File: src/rtl/event_parity_if.sv
// 23-bit GigaFitter word stream link: data/EE/valid flow forward, hold flows back.
interface event_parity_if;
  logic [22:0] data;
  logic        ee;
  logic        valid;
  logic        hold;

  modport master (output data, ee, valid, input  hold);
  modport slave  (input  data, ee, valid, output hold);
endinterface

File: src/rtl/event_parity_ctrl.sv
// In-line per-event parity checker for the GigaFitter stream: one register stage,
// running-XOR over data words vs. the EE parity bit, event length bound, status counters.
module event_parity_ctrl #(
  parameter int PAR_BIT   = 21,
  parameter int MAX_WORDS = 1024,
  parameter int CNT_W     = 16
) (
  input  logic               clock,
  input  logic               reset,
  event_parity_if.slave      i_up,
  event_parity_if.master     o_dn,
  input  logic               i_clear_counts,
  output logic               o_par_err,
  output logic               o_len_err,
  output logic [CNT_W-1:0]   o_err_count,
  output logic [CNT_W-1:0]   o_evt_count
);
  localparam int WC_W = $clog2(MAX_WORDS + 1);

  typedef enum logic [1:0] {IDLE, ACCUM, DRAIN} state_t;

  state_t            r_state, w_state_nxt;
  logic              r_acc, w_acc_nxt;
  logic [WC_W-1:0]   r_word_cnt, w_word_cnt_nxt;
  logic              w_accept, w_par_err, w_len_err;

  logic [22:0]       r_data;
  logic              r_ee, r_valid, r_par_err, r_len_err;
  logic [CNT_W-1:0]  r_err_count, r_evt_count;

  assign i_up.hold = o_dn.hold;
  assign w_accept  = i_up.valid & ~o_dn.hold;

  // Nothing moves unless a word is accepted, so hold freezes state implicitly.
  always_ff @(posedge clock) begin
    if (reset) begin
      r_state    <= IDLE;
      r_acc      <= 1'b0;
      r_word_cnt <= '0;
    end else begin
      r_state    <= w_state_nxt;
      r_acc      <= w_acc_nxt;
      r_word_cnt <= w_word_cnt_nxt;
    end
  end

  always_comb begin
    w_state_nxt    = r_state;
    w_acc_nxt      = r_acc;
    w_word_cnt_nxt = r_word_cnt;
    w_par_err      = 1'b0;
    w_len_err      = 1'b0;
    if (w_accept) begin
      if (i_up.ee) begin
        // acc is zero in IDLE, so an empty event must carry parity 0
        if (r_state != DRAIN) w_par_err = i_up.data[PAR_BIT] ^ r_acc;
        w_state_nxt    = IDLE;
        w_acc_nxt      = 1'b0;
        w_word_cnt_nxt = '0;
      end else if (r_state != DRAIN) begin
        if (r_word_cnt == WC_W'(MAX_WORDS)) begin
          w_len_err   = 1'b1;
          w_state_nxt = DRAIN;
        end else begin
          w_word_cnt_nxt = r_word_cnt + WC_W'(1);
          w_acc_nxt      = r_acc ^ (^i_up.data);
          w_state_nxt    = ACCUM;
        end
      end
    end
  end

  always_ff @(posedge clock) begin
    if (reset) begin
      r_data      <= '0;
      r_ee        <= 1'b0;
      r_valid     <= 1'b0;
      r_par_err   <= 1'b0;
      r_len_err   <= 1'b0;
      r_err_count <= '0;
      r_evt_count <= '0;
    end else begin
      if (!o_dn.hold) begin
        r_data    <= i_up.data;
        r_ee      <= i_up.ee;
        r_valid   <= w_accept;
        r_par_err <= w_par_err;
        r_len_err <= w_len_err;
        if (w_accept && i_up.ee)
          r_evt_count <= r_evt_count + CNT_W'(1);
        if ((w_par_err || w_len_err) && (r_err_count != {CNT_W{1'b1}}))
          r_err_count <= r_err_count + CNT_W'(1);
      end
      // clear beats any same-cycle increment and ignores hold
      if (i_clear_counts) begin
        r_err_count <= '0;
        r_evt_count <= '0;
      end
    end
  end

  assign o_dn.data   = r_data;
  assign o_dn.ee     = r_ee;
  assign o_dn.valid  = r_valid;
  assign o_par_err   = r_par_err;
  assign o_len_err   = r_len_err;
  assign o_err_count = r_err_count;
  assign o_evt_count = r_evt_count;
endmodule

File: src/flat_wrapper.sv
// flat-port wrapper written by rule: the top's interface ports become plain ports
module event_parity_ctrl_flat 
#(
  parameter int PAR_BIT   = 21,
  parameter int MAX_WORDS = 1024,
  parameter int CNT_W     = 16
)
  (clock, reset, i_clear_counts, o_par_err, o_len_err, o_err_count, o_evt_count, i_up_data, i_up_ee, i_up_valid, i_up_hold, o_dn_data, o_dn_ee, o_dn_valid, o_dn_hold);
  event_parity_if i_up_i ();
  event_parity_if o_dn_i ();
  input  logic clock;
  input  logic reset;
  input  logic i_clear_counts;
  output logic o_par_err;
  output logic o_len_err;
  output logic [CNT_W-1:0] o_err_count;
  output logic [CNT_W-1:0] o_evt_count;
  input wire logic [$bits(i_up_i.data)-1:0] i_up_data;
  input wire logic [$bits(i_up_i.ee)-1:0] i_up_ee;
  input wire logic [$bits(i_up_i.valid)-1:0] i_up_valid;
  output wire logic [$bits(i_up_i.hold)-1:0] i_up_hold;
  output wire logic [$bits(o_dn_i.data)-1:0] o_dn_data;
  output wire logic [$bits(o_dn_i.ee)-1:0] o_dn_ee;
  output wire logic [$bits(o_dn_i.valid)-1:0] o_dn_valid;
  input wire logic [$bits(o_dn_i.hold)-1:0] o_dn_hold;
  assign i_up_i.data = i_up_data;
  assign i_up_i.ee = i_up_ee;
  assign i_up_i.valid = i_up_valid;
  assign i_up_hold = i_up_i.hold;
  assign o_dn_data = o_dn_i.data;
  assign o_dn_ee = o_dn_i.ee;
  assign o_dn_valid = o_dn_i.valid;
  assign o_dn_i.hold = o_dn_hold;
  event_parity_ctrl #(.PAR_BIT(PAR_BIT), .MAX_WORDS(MAX_WORDS), .CNT_W(CNT_W)) u_core (.clock(clock), .reset(reset), .i_up(i_up_i), .o_dn(o_dn_i), .i_clear_counts(i_clear_counts), .o_par_err(o_par_err), .o_len_err(o_len_err), .o_err_count(o_err_count), .o_evt_count(o_evt_count));
endmodule
File: config.mk
export PLATFORM = sky130hd
export DESIGN_NAME = event_parity_ctrl_flat
export DESIGN_NICKNAME = d
export VERILOG_FILES = /design/src/rtl/event_parity_if.sv /design/src/rtl/event_parity_ctrl.sv /design/src/flat_wrapper.sv
export SDC_FILE = /design/constraint.sdc
export NUM_CORES = 1
export LEC_CHECK = 0
export ABC_AREA = 1
export CORE_MARGIN = 2
export CORE_UTILIZATION = 40
export DETAILED_ROUTE_END_ITERATION = 10
export DONT_BUFFER_PORTS = 1
export PLACE_DENSITY_LB_ADDON = 0.2
export SLEW_MARGIN = 5
export SYNTH_ARGS = -nofsm -noshare
export SYNTH_HDL_FRONTEND = slang
export SYNTH_SLANG_ARGS = --single-unit
File: constraint.sdc
create_clock -name clock -period 2.4 [get_ports clock]
set_clock_uncertainty 0.05 [all_clocks]
set_input_delay 0.12 -clock clock [delete_from_list [all_inputs] [get_ports clock]]
set_output_delay 0.12 -clock clock [all_outputs]
set_load 0.01 [all_outputs]
### Word-level counts from Yosys, hierarchy flattened

Cells that the tools add are included.
Widths: inputs -> output; s select.

* bitwise gates (word level): 4
* muxes and demuxes: 16
* add/sub/neg operators: 3
* reduce and logical (&&, ||, !) cells: 10
* eq/ne operators: 4

Operators with widths (count)
* $mux 11: 3
* $add 16x1->16 const B: 2
* $reduce_xor 23->1: 1
* $ne 16x16->1 const B: 1
* $add 11x1->11 const B: 1
* $eq 11x11->1 const B: 1
* $mux 1: 10
* $mux 2: 3
* $reduce_and 2->1: 3
* $ne 2x2->1 const B: 2
* $reduce_and 3->1: 1
* $logic_and 1x1->1: 2
* $reduce_bool 2->1: 1
* $reduce_or 2->1: 1
* $xor 1x1->1: 2
* $and 1x1->1: 1
* $logic_or 1x1->1: 1
* $not 1->1: 1

* output and inout bits: 60
* register bits: 73

### Longest topological paths before layout

* depth in word-level cells: 8
* gate-level depth with buffers: 15

### Worst setup path before layout

No wires, ideal clock.

* kind: flip-flop to flip-flop
* start point: register u_core.r_err_count[0] (netlist: u_core.o_err_count[0])
* end point: register u_core.r_err_count[0] (netlist: u_core.o_err_count[0])
* setup slack: 0.599 ns
* path buffers: 1
* data arrival time: 1.623 ns
* clock period less this slack: 1.801 ns
* stages on the path, launching flop included: 12
* library setup time: 0.128 ns
* required time: 2.222 ns
* path through: dfxtp_1 ha_1 nand3_1 nor2_2 nand2_2 nor2_4 nand4_2 nand2_4 inv_4 buf_6 o21ai_1 a21oi_1

* word-level cells in the longest chain between the ends: 3
* elaborated cells on any way between the ends: 4
* those cells by class: add/sub (1); eq/ne (1); reduce/logical (2)

RTL lines
* start: declaration: RTL line event_parity_ctrl.sv:29 `logic [CNT_W-1:0] r_err_count, r_evt_count;`
* start signal: assignment: RTL line event_parity_ctrl.sv:92 `r_err_count <= r_err_count + CNT_W'(1);`
* parallel branches: the longest is 3 deep, another holds $add 16x1->16

Parallel ways; which one is timed is not known.
A chain may end at the register's enable or synchronous reset.

### Final worst setup path

* start point: register u_core.r_err_count[1] (netlist: u_core.o_err_count[1])
* end point: register u_core.r_err_count[7] (netlist: u_core.o_err_count[7])

Same word-level chain as after synthesis.

==> flow_summary.json <==
{
  "slew_headroom": 0.3752,
  "status": "finished, final reports clean",
  "p_total_mw": 2.768,
  "synth_flop_cell": "dfxtp_1",
  "grt_max_degree": 37,
  "seqCellArea_um2": 1461,
  "p_clk_frac": 0.441,
  "gp_congestion": 0.9171,
  "gr-total-overflow": 0,
  "yosysUniqueCellTypes": 43,
  "cts.htree.levels": 3,
  "via_per_inst": 5.116,
  "boundaryPins": 89,
  "fp.dieW_um": 101.1,
  "yosysSeqAreaShare": 0.3871,
  "power.switching_fraction": 0.2415,
  "cp_data_required_time_ns": 2.60,
  "tritoncts": "built",
  "synth_nets": 580,
  "p_int_mw": 2.099,
  "fin_hold_ws_ns": 0.02171,
  "crit_slowest_cell": "dfxtp_1",
  "fin_tns_setup_ns": 0,
  "cts-buffers-inserted": 9,
  "p_leak_nw": 1.800,
  "route.antenna.remaining_nets": 0,
  "layout_min_cycle_time_ns": 2.076,
  "max_stage_delay_ns": 0.45,
  "report.final.setup_viol": 0,
  "yosysWarnings": 0,
  "cts_setup_buffers": 0,
  "dr.pass1.iters": 5,
  "synth_seq_cells": 73,
  "antenna_found_initial": 0,
  "multi_input_area_um2": 1986,
  "fin_crit_sh": 0.8648,
  "grt_setup_unrepaired": "false",
  "crit_chain": "ha_1 > nand3_1 > nor2_2 > nand2_2 > nor2_4 > nand4_2 > nand2_4 > inv_4 > nand2_1 > a21oi_1 > o21a_1",
  "synth_area_um2": 3775,
  "report.final.slew_viol_count": 0,
  "synth-edff-count": 0,
  "grt_pass1_vias": 3195,
  "die_area_um2": 10230,
  "post_cts_resized": 0,
  "start_util": 0.4105,
  "worstMarginPinSlew_ns": 0.9362,
  "ctsLongestPathBuffers": 2,
  "path_clk_slew_ns": 0.08,
  "hold_class": "input pin to flip-flop",
  "clockRootBuffer": "clkbuf_8",
  "setup.worst_path.end_class": "flip-flop",
  "power_density_nw_per_um2": 632.4,
  "diodes": 0,
  "maxCapViolations": 0,
  "row_count": 35,
  "clk_latency_ns": 0.36,
  "critPathMaxFanout": 15,
  "io_buffer_count": 0,
  "switchingPower_mw": 0.6685,
  "vias": 3525,
  "synth-async-reset-ratio": 0,
  "syn_avg_cell_area_um2": 6.901,
  "max-vdd-ir-drop_uv": 220.4,
  "final_net_count": 606,
  "grt_pass1_wl_um": 15100,
  "drc_errors": 0,
  "fill_cells": 916,
  "core-area_um2": 9196,
  "grt_usage": 0.1829,
  "fmax_ghz": 0.4818,
  "hold_buffers": 26,
  "combPwrFrac": 0.095,
  "synthToLayoutAreaGrowth_pct": 15.94,
  "cts.sinks": 73,
  "die_h_um": 101.1,
  "finalHoldViolCount": 0,
  "seqPwrFrac": 0.464,
  "hpwlAfterDp_um": 6417,
  "drt-total-wl_um": 9007,
  "drt_iter0_markers": 170,
  "crit_type": "flip-flop to flip-flop",
  "startpoint_type": "flip-flop",
  "arrival_ns": 2.27,
  "drive_gt1_frac": 0.08304,
  "wire_per_inst_um": 13.07,
  "synth_cells": 547
}
## Yosys cell counts, types with 4 or more instances
cell,n,area (um^2)
nand2_1,146,548.0
dfxtp_1,73,1461
inv_1,64,240.2
nor2_1,52,195.2
a21oi_1,50,250.2
o21ai_0,46,230.2
nand3_1,22,110.1
nor3_1,10,50.05
clkbuf_1,9,33.78
xnor2_1,8,70.07
nand4_1,5,31.28
ha_1,4,50.05
nand3_2,4,40.04
nor2_4,4,45.04
o21a_1,4,30.03
xor2_1,4,35.03
## cell usage in the layout (no fill, tap or decap), types with 2 or more instances in the layout
cell type and count:
buf_4 3, nor2_2 2, nand3_2 4, nor3b_2 2, nand2_4 3, o21a_1 4
dfxtp_1 73, and3_1 2, nor3_2 2, clkbuf_8 11, nor2_1 52, a211oi_1 2
nand4_1 5, dlygate4sd3_1 26, bufinv_16 3, xor2_1 4, nand2_2 3, or2_2 2
o21ai_1 2, inv_1 64, a21oi_2 2, xnor2_1 8, o21ai_0 46, nor3_1 10
nand2_1 146, nand3_1 22, ha_1 4, nor2_4 4, or2_1 2, a21oi_1 50
## final cells by class
| type | count | share of cell area |
|---|---|---|
| Inverter | 67 | 0.05803 |
| Clock buffer | 12 | 0.03545 |
| Timing Repair Buffer | 29 | 0.06461 |
| Tap cell | 111 | 0.03173 |
| Clock inverter | 4 | 0.02258 |
| Multi-Input combinational cell | 393 | 0.4537 |
| Sequential cell | 73 | 0.3339 |
## routing by layer
| layer | part of all wire | GRT usage | up-vias |
|---|---|---|---|
| met5 | 0 | 0 | - |
| met4 | 0.015 | 0.06653 | 0 |
| met3 | 0.063 | 0.04900 | 15 |
| met2 | 0.45 | 0.2909 | 75 |
| met1 | 0.47 | 0.2389 | 1622 |
| li1 | - | - | 1813 |
## logic make-up after synthesis
logic type,after synthesis,synth area share
adder cells (fa/ha/maj),4,0.01326
buffers and inverters,81,0.08684
AND/OR/NAND/NOR,267,0.3301
AO/OA/AOI/OAI,110,0.1548
XOR/XNOR,12,0.02784
flip-flops,73,0.3871
## worst max-delay path: cells and delay by family (launching register included)
family,cells,cell delay (ns)
AOI/OAI and AO/OA,2,0.19
and+or+nand+nor,7,0.93
DFF,1,0.45
buffers and inverters,1,0.11
adders and majority gates,1,0.24
## state kept, by name, indices dropped and copies added (netlist names)
register / flops
u_core.r_acc: 1
u_core.o_dn.data: 23
u_core.o_len_err: 1
u_core.o_dn.ee: 1
u_core.o_err_count: 16
u_core.r_state: 2
u_core.o_dn.valid: 1
u_core.r_word_cnt: 11
u_core.o_par_err: 1
u_core.o_evt_count: 16
## stage by stage
stage	cell area (um^2)	util	cells	setup slack [ns]
after floorplan	3775	-	547	0.5993
after global placement	3862	0.4200	647	0.4084
after detailed placement	3862	0.4200	647	0.3325
after CTS	4377	0.4759	689	0.3191
after global routing	4377	0.4759	689	0.1127
final	4377	0.4759	689	0.3244
## path summary, 6_finish.rpt
kind                                            start                    end  slack (ns)  cells past startpoint
worst min-delay path                       i_up_valid  u_core.o_evt_count[1]        0.02                      4
worst max register to register  u_core.o_err_count[1]  u_core.o_err_count[7]        0.32                     11
worst min register to register      u_core.r_state[0]      u_core.r_state[0]        0.41                      2
worst max-delay path            u_core.o_err_count[1]  u_core.o_err_count[7]        0.32                     11
## power groups by stage
stage / combinational (mW) / sequential, mW / clock, mW
CTS: 0.262 / 1.28 / 1.25
global route: 0.304 / 1.29 / 1.30
global placement: 0.214 / 1.31 / 0
finish: 0.262 / 1.28 / 1.22
floorplan: 0.187 / 1.31 / 0
detailed placement: 0.219 / 1.31 / 0
Power figures use the tool's default switching activity.
